[src/rtl/pc_pkg.sv]
`default_nettype none
// ============================================================================
// Module   : pc_pkg
// Purpose  : Shared definitions for the program counter unit: operation
//            encoding and default geometry of the address / return stack.
// Revision : 1.0 - initial release
// ============================================================================
package pc_pkg;

  localparam int DEFAULT_ADDR_W      = 16;
  localparam int DEFAULT_STACK_DEPTH = 4;

  typedef enum logic [2:0] {
    OP_NOP    = 3'd0,
    OP_INC    = 3'd1,
    OP_LOAD_L = 3'd2,
    OP_LOAD_H = 3'd3,
    OP_JREL   = 3'd4,
    OP_CALL   = 3'd5,
    OP_RET    = 3'd6,
    OP_RSVD   = 3'd7
  } pc_op_e;

endpackage : pc_pkg
`default_nettype wire

[src/rtl/pc_stack.sv]
`default_nettype none
// ============================================================================
// Module   : pc_stack
// Purpose  : LIFO return-address stack for the program counter unit.
// Ports    : clk        - clock, rising edge
//            reset      - asynchronous active-low reset (clears entry count)
//            push       - write push_data on top (ignored when full)
//            pop        - drop top entry (ignored when empty)
//            push_data  - return address to store
//            top        - current top entry (zero when empty)
//            full/empty - derived from the registered entry count
// Revision : 1.0 - initial release
// ============================================================================
module pc_stack
  import pc_pkg::*;
#(
  parameter int ADDR_W      = DEFAULT_ADDR_W,
  parameter int STACK_DEPTH = DEFAULT_STACK_DEPTH
) (
  input  logic              clk,
  input  logic              reset,
  input  logic              push,
  input  logic              pop,
  input  logic [ADDR_W-1:0] push_data,
  output logic [ADDR_W-1:0] top,
  output logic              full,
  output logic              empty
);

  localparam int                 COUNT_W = $clog2(STACK_DEPTH + 1);
  localparam logic [COUNT_W-1:0] DEPTH_C = COUNT_W'(STACK_DEPTH);

  logic [COUNT_W-1:0] count_q, count_d;
  logic [ADDR_W-1:0]  mem_q [STACK_DEPTH];
  logic [ADDR_W-1:0]  mem_d [STACK_DEPTH];
  logic               push_ok;
  logic               pop_ok;

  assign full    = (count_q == DEPTH_C);
  assign empty   = (count_q == '0);
  // Push has priority; the parent never requests both in one cycle.
  assign push_ok = push & ~full;
  assign pop_ok  = pop & ~empty & ~push_ok;

  always_comb begin
    count_d = count_q;
    mem_d   = mem_q;
    if (push_ok) begin
      count_d = count_q + COUNT_W'(1);
    end else if (pop_ok) begin
      count_d = count_q - COUNT_W'(1);
    end
    // The free slot sits at index count_q.
    for (int i = 0; i < STACK_DEPTH; i++) begin
      if (push_ok && (count_q == COUNT_W'(i))) begin
        mem_d[i] = push_data;
      end
    end
  end

  // Top of stack is the entry just below the count.
  always_comb begin
    top = '0;
    for (int i = 0; i < STACK_DEPTH; i++) begin
      if (count_q == COUNT_W'(i + 1)) begin
        top = mem_q[i];
      end
    end
  end

  always_ff @(posedge clk or negedge reset) begin
    if (!reset) begin
      count_q <= '0;
    end else begin
      count_q <= count_d;
    end
  end

  // Entry storage is only meaningful below the count, so it carries no reset.
  always_ff @(posedge clk) begin
    mem_q <= mem_d;
  end

endmodule : pc_stack
`default_nettype wire

[src/rtl/program_counter_unit.sv]
`default_nettype none
// ============================================================================
// Module   : program_counter_unit
// Purpose  : Program counter with increment, byte-wise absolute load,
//            relative jump and call/return through a small return stack.
// Ports    : clk         - clock, rising edge
//            reset       - asynchronous active-low reset
//            op          - operation code (pc_op_e), sampled every edge
//            data_in     - byte operand (load byte, jump offset, call high)
//            pc          - registered program address
//            stack_full  - return stack holds STACK_DEPTH entries
//            stack_empty - return stack holds no entries
//            err         - sticky stack overflow / underflow flag
// Revision : 1.0 - initial release
// ============================================================================
module program_counter_unit
  import pc_pkg::*;
#(
  parameter int ADDR_W      = DEFAULT_ADDR_W,
  parameter int STACK_DEPTH = DEFAULT_STACK_DEPTH
) (
  input  logic              clk,
  input  logic              reset,
  input  logic [2:0]        op,
  input  logic [7:0]        data_in,
  output logic [ADDR_W-1:0] pc,
  output logic              stack_full,
  output logic              stack_empty,
  output logic              err
);

  logic [ADDR_W-1:0] pc_q, pc_d;
  logic [7:0]        staging_q, staging_d;
  logic              err_q, err_d;

  logic [ADDR_W-1:0] pc_plus1;
  logic [ADDR_W-1:0] offset_sext;
  logic [ADDR_W-1:0] abs_target;
  logic [ADDR_W-1:0] stack_top;
  logic              stack_push;
  logic              stack_pop;

  assign pc_plus1    = pc_q + ADDR_W'(1);
  assign offset_sext = {{(ADDR_W-8){data_in[7]}}, data_in};
  // High byte supplies only the bits above the staged low byte.
  assign abs_target  = {data_in[ADDR_W-9:0], staging_q};

  always_comb begin
    pc_d       = pc_q;
    staging_d  = staging_q;
    err_d      = err_q;
    stack_push = 1'b0;
    stack_pop  = 1'b0;
    case (pc_op_e'(op))
      OP_INC:    pc_d = pc_plus1;
      OP_LOAD_L: staging_d = data_in;
      OP_LOAD_H: pc_d = abs_target;
      OP_JREL:   pc_d = pc_plus1 + offset_sext;
      OP_CALL: begin
        if (!stack_full) begin
          stack_push = 1'b1;
          pc_d       = abs_target;
        end else begin
          // Overflowing call degrades to a step over the instruction.
          pc_d  = pc_plus1;
          err_d = 1'b1;
        end
      end
      OP_RET: begin
        if (!stack_empty) begin
          stack_pop = 1'b1;
          pc_d      = stack_top;
        end else begin
          err_d = 1'b1;
        end
      end
      default: ;
    endcase
  end

  always_ff @(posedge clk or negedge reset) begin
    if (!reset) begin
      pc_q      <= '0;
      staging_q <= '0;
      err_q     <= 1'b0;
    end else begin
      pc_q      <= pc_d;
      staging_q <= staging_d;
      err_q     <= err_d;
    end
  end

  pc_stack #(
    .ADDR_W      (ADDR_W),
    .STACK_DEPTH (STACK_DEPTH)
  ) u_stack (
    .clk       (clk),
    .reset     (reset),
    .push      (stack_push),
    .pop       (stack_pop),
    .push_data (pc_plus1),
    .top       (stack_top),
    .full      (stack_full),
    .empty     (stack_empty)
  );

  assign pc  = pc_q;
  assign err = err_q;

endmodule : program_counter_unit
`default_nettype wire

[config.mk]
export PLATFORM = sky130hd
export DESIGN_NAME = program_counter_unit
export DESIGN_NICKNAME = d
export VERILOG_FILES = /design/src/rtl/pc_pkg.sv /design/src/rtl/pc_stack.sv /design/src/rtl/program_counter_unit.sv
export SDC_FILE = /design/constraint.sdc
export NUM_CORES = 1
export LEC_CHECK = 0
export CORE_ASPECT_RATIO = 2
export CORE_MARGIN = 3
export CORE_UTILIZATION = 60
export CTS_CLUSTER_SIZE = 28
export DETAILED_ROUTE_END_ITERATION = 6
export PLACE_DENSITY_LB_ADDON = 0.2
export SLEW_MARGIN = 20
export SYNTH_ARGS = -nofsm -noshare
export SYNTH_HDL_FRONTEND = slang
export SYNTH_SLANG_ARGS = --single-unit
[constraint.sdc]
create_clock -name clk -period 3.8 [get_ports clk]
set_input_delay 0.57 -clock clk [delete_from_list [all_inputs] [get_ports clk]]
set_output_delay 0.57 -clock clk [all_outputs]
set_load 0.1 [all_outputs]
# Word level (Yosys, flattened, before mapping)
# Cells that the tools add are included.
dict set report classes {
  magnitude_cmp 0
  shift 0
  n_bitwise 6
  reduce_logical 10
  div 0
  n_eq_ne 13
  addsub 4
  mul 0
  muxes 16
}
# cell count
set op_table {}
lappend op_table {{$mux W16} 6}
lappend op_table {{$pmux W16 S5} 1}
lappend op_table {{$add A16 B1 Y16 const B} 1}
lappend op_table {{$add A16 B16 Y16} 1}
lappend op_table {{$eq A3 B2 Y1 const B} 4}
lappend op_table {{$eq A3 B3 Y1 const B} 4}
lappend op_table {{$eq A3 B1 Y1 const B} 2}
lappend op_table {{$mux W1} 6}
lappend op_table {{$mux W3} 2}
lappend op_table {{$ne A2 B2 Y1 const B} 3}
lappend op_table {{$reduce_bool A5 Y1} 1}
lappend op_table {{$logic_and A1 B1 Y1} 4}
lappend op_table {{$reduce_bool A2 Y1} 2}
lappend op_table {{$add A3 B1 Y3 const B} 1}
lappend op_table {{$and A1 B1 Y1} 3}
lappend op_table {{$logic_not A3 Y1} 1}
lappend op_table {{$not A1 Y1} 3}
lappend op_table {{$reduce_and A3 Y1} 1}
lappend op_table {{$sub A3 B1 Y3 const B} 1}
lappend op_table {{$pmux W1 S2} 1}
lappend op_table {{$reduce_and A2 Y1} 1}
dict set report word_totals {
  in_bits 13
  word_cells 57
  ramBits 0
  rom_bits 0
  latchBits 0
  memories 0
  reg_bits 92
}

# Logic depth before layout (Yosys ltp)
# Gate-level depths: netlist of run 1.
dict set report logic_depth {
  depth_word 8
  ltp_mapped 13
  depth_no_buf 12
}

# By module
# Synthesis of run 1 repeated with hierarchy kept, for this count alone.
dict set report unflattened {
  hier_cells 461
  hier_area_um2 5157.4
}
# mod area_each_um2 n_inst cells_per_inst seq_area_each_um2
set by_module_without_submodules {}
lappend by_module_without_submodules {pc_stack 2723.9 1 180 1996.9}
lappend by_module_without_submodules {program_counter_unit 2433.6 1 281 625.6}

# Worst setup path after synthesis of run 1
# OpenSTA, ideal clock, no wires.
dict set report synth_path {
  kind {register -> register}
  startpoint {reg pc_q[0] (netlist: pc[0])}
  endpoint {reg pc_q[15] (netlist: pc[15])}
  path_stages_with_launch 14
  setup_slack_ns -0.113
  n_path_buf 2
  t_arrival_ns 3.791
  setup_time_ns 0.122
  cell_sequence {dfrtp_1 > ha_1 > buf_2 > nand2_1 > nor4_1 > xor2_1 > ha_1 > buf_2 > o21a_1 > or2_2 > a311oi_1 > a31oi_1 > xnor3_1 > o2bb2ai_1}
}
dict set report synth_via {
  elab_chain_len 3
  elab_cells_between_ends 4
}
# element line
set synth_lines {}
lappend synth_lines {{start, declared} program_counter_unit.sv:32} ;# logic [ADDR_W-1:0] pc_q, pc_d;
lappend synth_lines {{start signal, assigned} program_counter_unit.sv:87} ;# pc_q <= pc_d;
lappend synth_lines {{$add A16 B1 Y16} program_counter_unit.sv:43} ;# assign pc_plus1 = pc_q + ADDR_W'(1);
lappend synth_lines {{named net pc_plus1[12]} program_counter_unit.sv:36} ;# logic [ADDR_W-1:0] pc_plus1;
lappend synth_lines {{$add A16 B16 Y16} program_counter_unit.sv:58} ;# OP_JREL: pc_d = pc_plus1 + offset_sext;
lappend synth_lines {{$pmux W16 S5} program_counter_unit.sv:54} ;# case (pc_op_e'(op))
# The timed path passes the listed nets, and every way through them passes these cells.
# A chain may end at the register's enable or synchronous reset.

# Final worst setup path of run 1
# Same ends and word-level chain as after synthesis.

==> flow_summary.json, run 1 <==
{
  "status": "completed",
  "hpwl_mm": 10.96,
  "postPlaceCellArea_sq_mm": 0.005867,
  "slew_viol_final": 0,
  "finalClockSkew_ns": 0.005966,
  "ys_types": 75,
  "synth-simple-area-share_pct": 14.47,
  "grt-ovfl-total": 0,
  "cts_buffers": 9,
  "first_iter_violations": 510,
  "synth_edf_count": 64,
  "syn-num-nets": 544,
  "viasPerCell": 6.933,
  "path_class": "reg2reg",
  "cts_root_buffer": "clkbuf_16",
  "detail-route-antenna-nets": 0,
  "synth_top_flop_cell": "edfxtp_1",
  "p_per_area_mw_per_mm2": 884.8,
  "gp_congestion": 0.9267,
  "ys_ff_latch": 92,
  "diodes": 0,
  "maxCapViolCount": 0,
  "grt_setup_unrepaired": "no",
  "portBuffers": 31,
  "final_common_cell": "edfxtp_1",
  "ys_warn_count": 0,
  "crit_required_ns": 4.03,
  "setup_violations": 0,
  "fin_crit_sh_pct": 92.87,
  "avgSynthCellArea_sq_um": 10.70,
  "post_cts_buffers": 0,
  "clkSinkCount": 92,
  "cp_top_family": "compound AO/OA/AOI/OAI gates",
  "hp-class": "reg2reg",
  "start_util_pct": 62.07,
  "synth_xor_area_share_pct": 4.630,
  "crit_buf_inv": 0,
  "cp_num_cells": 12,
  "drc_errors": 0,
  "dr.pass1.iters": 6,
  "syn_area_sq_mm": 0.005405,
  "synth_compound_area_share_pct": 21.18,
  "r2r_cells": 12,
  "muxShareOfSynthArea_pct": 1.829,
  "io_pins": 32,
  "synth_top_area_share_pct": 35.56,
  "h-tree-depth": 3,
  "mostFrequentLayoutCells": "64 x edfxtp_1, 55 x nand2_1, 37 x o21ai_0",
  "fin_nets": 578,
  "grt_start_max_net_pins": 30,
  "grt_pass1_wl_mm": 24.04,
  "path_cells": "ha_1 > nand2_1 > nor2_1 > nand2_1 > xnor2_1 > ha_1 > a21o_1 > a31o_2 > a31oi_1 > a31oi_1 > xnor3_1 > o2bb2ai_1",
  "clock.fmax_mhz": 283.4,
  "die_x_um": 73.12,
  "clock_path_buffers": 2,
  "slew_headroom_pct": 30.64,
  "synth_top_family_by_area": "compound AO/OA/AOI/OAI gates",
  "whs_ns": 0.4544,
  "tightest_slew_ns": 1.037,
  "max_stage_delay_ns": 0.46,
  "fin_setup_tns_ns": 0,
  "num_rows": 48,
  "synthCells": 505,
  "leakage_nw": 2.274,
  "yosysTopAreaCell": "edfxtp_1",
  "peakVddDrop_v": 0.0006382,
  "area_delta_synth_final_pct": 14.65,
  "cp-start-kind": "register",
  "grt_pass1_vias": 4550,
  "crit_path_max_fanout": 8,
  "cp.arrival_ns": 3.76,
  "fp.dieH_um": 140.2,
  "holdBufCountCts": 0,
  "core-area_sq_mm": 0.008708,
  "tritoncts": "built",
  "clkTransAtPathRegs_ns": 0.07,
  "period_needed_ns": 3.529,
  "wl_per_cell_um": 23.48,
  "antenna_found_initial": 0,
  "drive_above_1_share_pct": 12.68,
  "slowest_stage": "dfrtp_2",
  "hold_viol_final": 0,
  "synth-adder-area-share_pct": 6.157,
  "synth_area_leaders": "edfxtp_1 36%, dfrtp_1 13%, ha_1 5.8%, nand2_1 3.8%, o21ai_0 3.4%",
  "grtUsageTotal_pct": 31.31,
  "wl_mm": 15.12,
  "vias": 4465,
  "yosysSeqAreaShare_pct": 48.52,
  "hold_depth": 1,
  "postLayoutCellArea_sq_mm": 0.006197,
  "endpoint_kind": "register",
  "clk_latency_ns": 0.34,
  "async_flop_share_pct": 30.43,
  "die-area_sq_mm": 0.01025
}
==> path summary, 6_finish.rpt <==
path | from | to | slack [ns]
max | pc[0] | pc[15] | 0.27
min reg2reg | err | err | 0.45
min in group asynchronous | reset | staging_q[1] | 0.64
min | err | err | 0.45
max in group asynchronous | reset | pc[1] | 2.83
max reg2reg | pc[0] | pc[15] | 0.27
==> state kept, by name, summed over array words and instances (netlist names) <==
register         flops
u_stack.mem_q       64
pc                  16
u_stack.count_q      3
staging_q            8
err                  1
==> synthesized netlist by cell type (8+ instances only) <==
master	instances
a21oi_1	24
xnor2_1	16
inv_1	11
a221oi_1	8
a22o_1	8
nor2_1	33
nand2_1	55
edfxtp_1	64
o21ai_0	37
a21o_1	10
buf_2	10
clkbuf_1	11
nand2b_1	11
dfrtp_1	28
ha_1	25
xor2_1	10
==> through the flow <==
| step | setup WS, ns | cells | power [mW] | util [%] |
|---|---|---|---|---|
| global route | 0.05341 | 644 | 5.740 | 71.16 |
| detailed placement | 0.3417 | 628 | 4.467 | 67.37 |
| finish | 0.2710 | 644 | 5.483 | 71.16 |
| floorplan | 0.08631 | 505 | 3.692 | - |
| CTS | 0.3271 | 644 | 5.449 | 71.08 |
| global placement | 0.4594 | 628 | 4.389 | 67.37 |
==> worst register-to-register path: stages (launching register included) <==
cell and delay, ns:
dfrtp_2 0.46, ha_1 0.42, nand2_1 0.16, nor2_1 0.12, nand2_1 0.07, xnor2_1 0.42, ha_1 0.38, a21o_1 0.22
a31o_2 0.24, a31oi_1 0.27, a31oi_1 0.17, xnor3_1 0.35, o2bb2ai_1 0.13
==> report_power, final <==
group,leakage (nW),internal [mW],switching (mW)
combinational,1.22,0.953,2.01
sequential,0.897,1.35,0.208
clock,0.154,0.581,0.388
==> final cells by class <==
type,instances,area (sq um)
Clock buffer,9,225.2
Clock inverter,7,97.59
Fill cell,640,2511
Inverter,12,45.04
Multi-Input combinational cell,374,2631
Sequential cell,92,2625
Tap cell,100,125.1
Timing Repair Buffer,50,447.9
==> cell families (layout without fill, tap and decap cells) <==
family                   count (synthesis)  after routing
adder cells (fa/ha/maj)                 26             26
buffers and inverters                   39             78
multiplexers                             9              9
AND/OR/NAND/NOR                        149            149
flip-flops                              92             92
AO/OA/AOI/OAI                          163            163
XOR/XNOR                                27             27
==> what timing repair did <==
action	in CTS	in global routing
gates resized for setup	0	1
endpoints found under the setup margin	0	1
hold endpoints to repair	0	0
==> metal layers <==
metal	up-vias	share of wire [%]	wire length, um	global-route usage, %
met5	-	0	0	0
met4	0	6.5	984	19.46
met3	76	7.0	1064	4.957
met2	236	51	7723	51.16
met1	2161	35	5348	37.47
li1	1992	-	-	-
Power figures use the tool's default switching activity.
==> run 2: changes to the inputs <==
--- a/config.mk
+++ b/config.mk
@@ -7,7 +7,8 @@
 export LEC_CHECK = 0
 export CORE_ASPECT_RATIO = 2
 export CORE_MARGIN = 3
-export CORE_UTILIZATION = 60
+export CORE_UTILIZATION = 47
+export CTS_BUF_LIST = sky130_fd_sc_hd__clkbuf_2 sky130_fd_sc_hd__clkbuf_4 sky130_fd_sc_hd__clkbuf_8
 export CTS_CLUSTER_SIZE = 28
 export DETAILED_ROUTE_END_ITERATION = 6
 export PLACE_DENSITY_LB_ADDON = 0.2
==> run 2 against run 1 <==
  * First-iteration DRC count fell by 16%
  * Core utilization fell by 16 points
  * Register-to-register slack got worse by 0.06 ns
  * Critical path type unchanged
  * Highest routed layer unchanged
==> flow_summary.json, run 2 (same netlist as run 1, synthesis figures left out) <==
{
  "leakage_nw": 2.232,
  "p_per_area_mw_per_mm2": 845.5,
  "io_pins": 32,
  "fp.dieH_um": 157.7,
  "num_rows": 54,
  "fillerInstances": 1053,
  "final_common_cell": "edfxtp_1",
  "grt-ovfl-total": 0,
  "clock.fmax_mhz": 278.8,
  "clkSinkCount": 92,
  "vias": 4347,
  "die_x_um": 81.83,
  "period_needed_ns": 3.587,
  "cts_buffers": 9,
  "grt_setup_unrepaired": "no",
  "hpwl_mm": 11.72,
  "cts_root_buffer": "clkbuf_8",
  "fin_crit_sh_pct": 94.40,
  "r2r_start": "pc[2]",
  "drc_errors": 0,
  "endpoint_kind": "register",
  "fin_setup_tns_ns": 0,
  "hold_viol_final": 0,
  "die-area_sq_mm": 0.01290,
  "clkTransAtPathRegs_ns": 0.11,
  "status": "completed",
  "grt_pass1_vias": 4446,
  "finalClockSkew_ns": 0.01246,
  "min_from": "err",
  "portBuffers": 31,
  "power_mw": 5.196,
  "grt_start_max_net_pins": 29,
  "largest_reg_flops": 64,
  "diodes": 0,
  "first_iter_violations": 430,
  "regArea_sq_mm": 0.002625,
  "cp-start-kind": "register",
  "clk_latency_ns": 0.37,
  "slew_viol_final": 0,
  "area_delta_synth_final_pct": 13.70,
  "grtUsageTotal_pct": 26.63,
  "tritoncts": "built",
  "multi_input_area_sq_mm": 0.002626,
  "holdBufCountCts": 0,
  "crit_path_max_fanout": 9,
  "whs_ns": 0.4700,
  "core-area_sq_mm": 0.01108,
  "dr.pass1.iters": 6,
  "peakVddDrop_v": 0.0005040,
  "fin_nets": 583,
  "h-tree-depth": 3,
  "setup_violations": 0,
  "wl_per_cell_um": 23.14,
  "postLayoutCellArea_sq_mm": 0.006146,
  "gp_congestion": 0.9055,
  "wl_mm": 15.94,
  "cp.arrival_ns": 3.85,
  "slew_headroom_pct": 31.96,
  "grt_pass1_wl_mm": 24.92,
  "clock_path_buffers": 2,
  "path_class": "reg2reg",
  "viasPerCell": 6.309,
  "start_util_pct": 48.78,
  "tightest_slew_ns": 1.017,
  "postPlaceCellArea_sq_mm": 0.005954,
  "mostFrequentLayoutCells": "64 x edfxtp_1, 55 x nand2_1, 37 x o21ai_0",
  "maxCapViolCount": 0,
  "antenna_found_initial": 0,
  "crit_start": "pc[2]",
  "hp-class": "reg2reg",
  "regMostFlops": "u_stack.mem_q",
  "detail-route-antenna-nets": 0,
  "crit_required_ns": 4.07,
  "drive_above_1_share_pct": 13.66
}
## run 2: critical path: stages, from the launching register on
cell       delay [ns]
dfrtp_1          0.52
and4_4           0.34
nand2_1          0.08
xnor2_1          0.39
ha_1             0.37
a2111oi_0        0.48
o21ai_1          0.26
a41oi_1          0.54
mux2i_1          0.25
o211ai_1         0.11
o21a_1           0.14
## run 2: power breakdown
| group | total [mW] | switching [mW] | internal (mW) |
|---|---|---|---|
| Clock | 0.641 | 0.388 | 0.253 |
| Combinational | 3.01 | 2.02 | 0.995 |
| Sequential | 1.54 | 0.199 | 1.34 |
| Total | 5.20 | 2.60 | 2.59 |
## run 2: final timing paths
| kind | cells past startpoint | slack, ns | endpoint |
|---|---|---|---|
| worst max-delay path | 10 | 0.21 | pc[13] |
| worst min-delay path | 1 | 0.47 | err |
| worst max register to register | 10 | 0.21 | pc[13] |
| worst min register to register | 1 | 0.47 | err |
| max in group asynchronous | 2 | 2.85 | pc[0] |
| min in group asynchronous | 2 | 0.59 | pc[2] |
## run 2: final cells by class
class | count | share of cell area, %
Multi-Input combinational cell | 374 | 42.73
Sequential cell | 92 | 42.71
Timing Repair Buffer | 55 | 7.899
Tap cell | 140 | 2.850
Clock buffer | 9 | 2.015
Clock inverter | 7 | 1.059
Inverter | 12 | 0.7329
## run 2: repair_timing
item / in CTS / in global routing
gates resized for setup: 0 / 1
setup buffers: 0 / 0
setup endpoints to repair: 0 / 1
endpoints found under the hold margin: 0 / 0
## run 2: metal layers
| metal | GRT usage (%) | share of wire, % |
|---|---|---|
| met5 | 0 | 0 |
| met4 | 18.15 | 6.7 |
| met3 | 4.784 | 6.1 |
| met2 | 43.69 | 51 |
| met1 | 30.84 | 37 |
## run 2: per-stage QoR
step,setup WS (ns),utilization (%),cells
floorplan,0.08631,-,505
global placement,0.1904,53.74,673
detailed placement,0.1513,53.74,673
CTS,0.1042,55.44,689
global route,0.07021,55.47,689
finish,0.2129,55.47,689
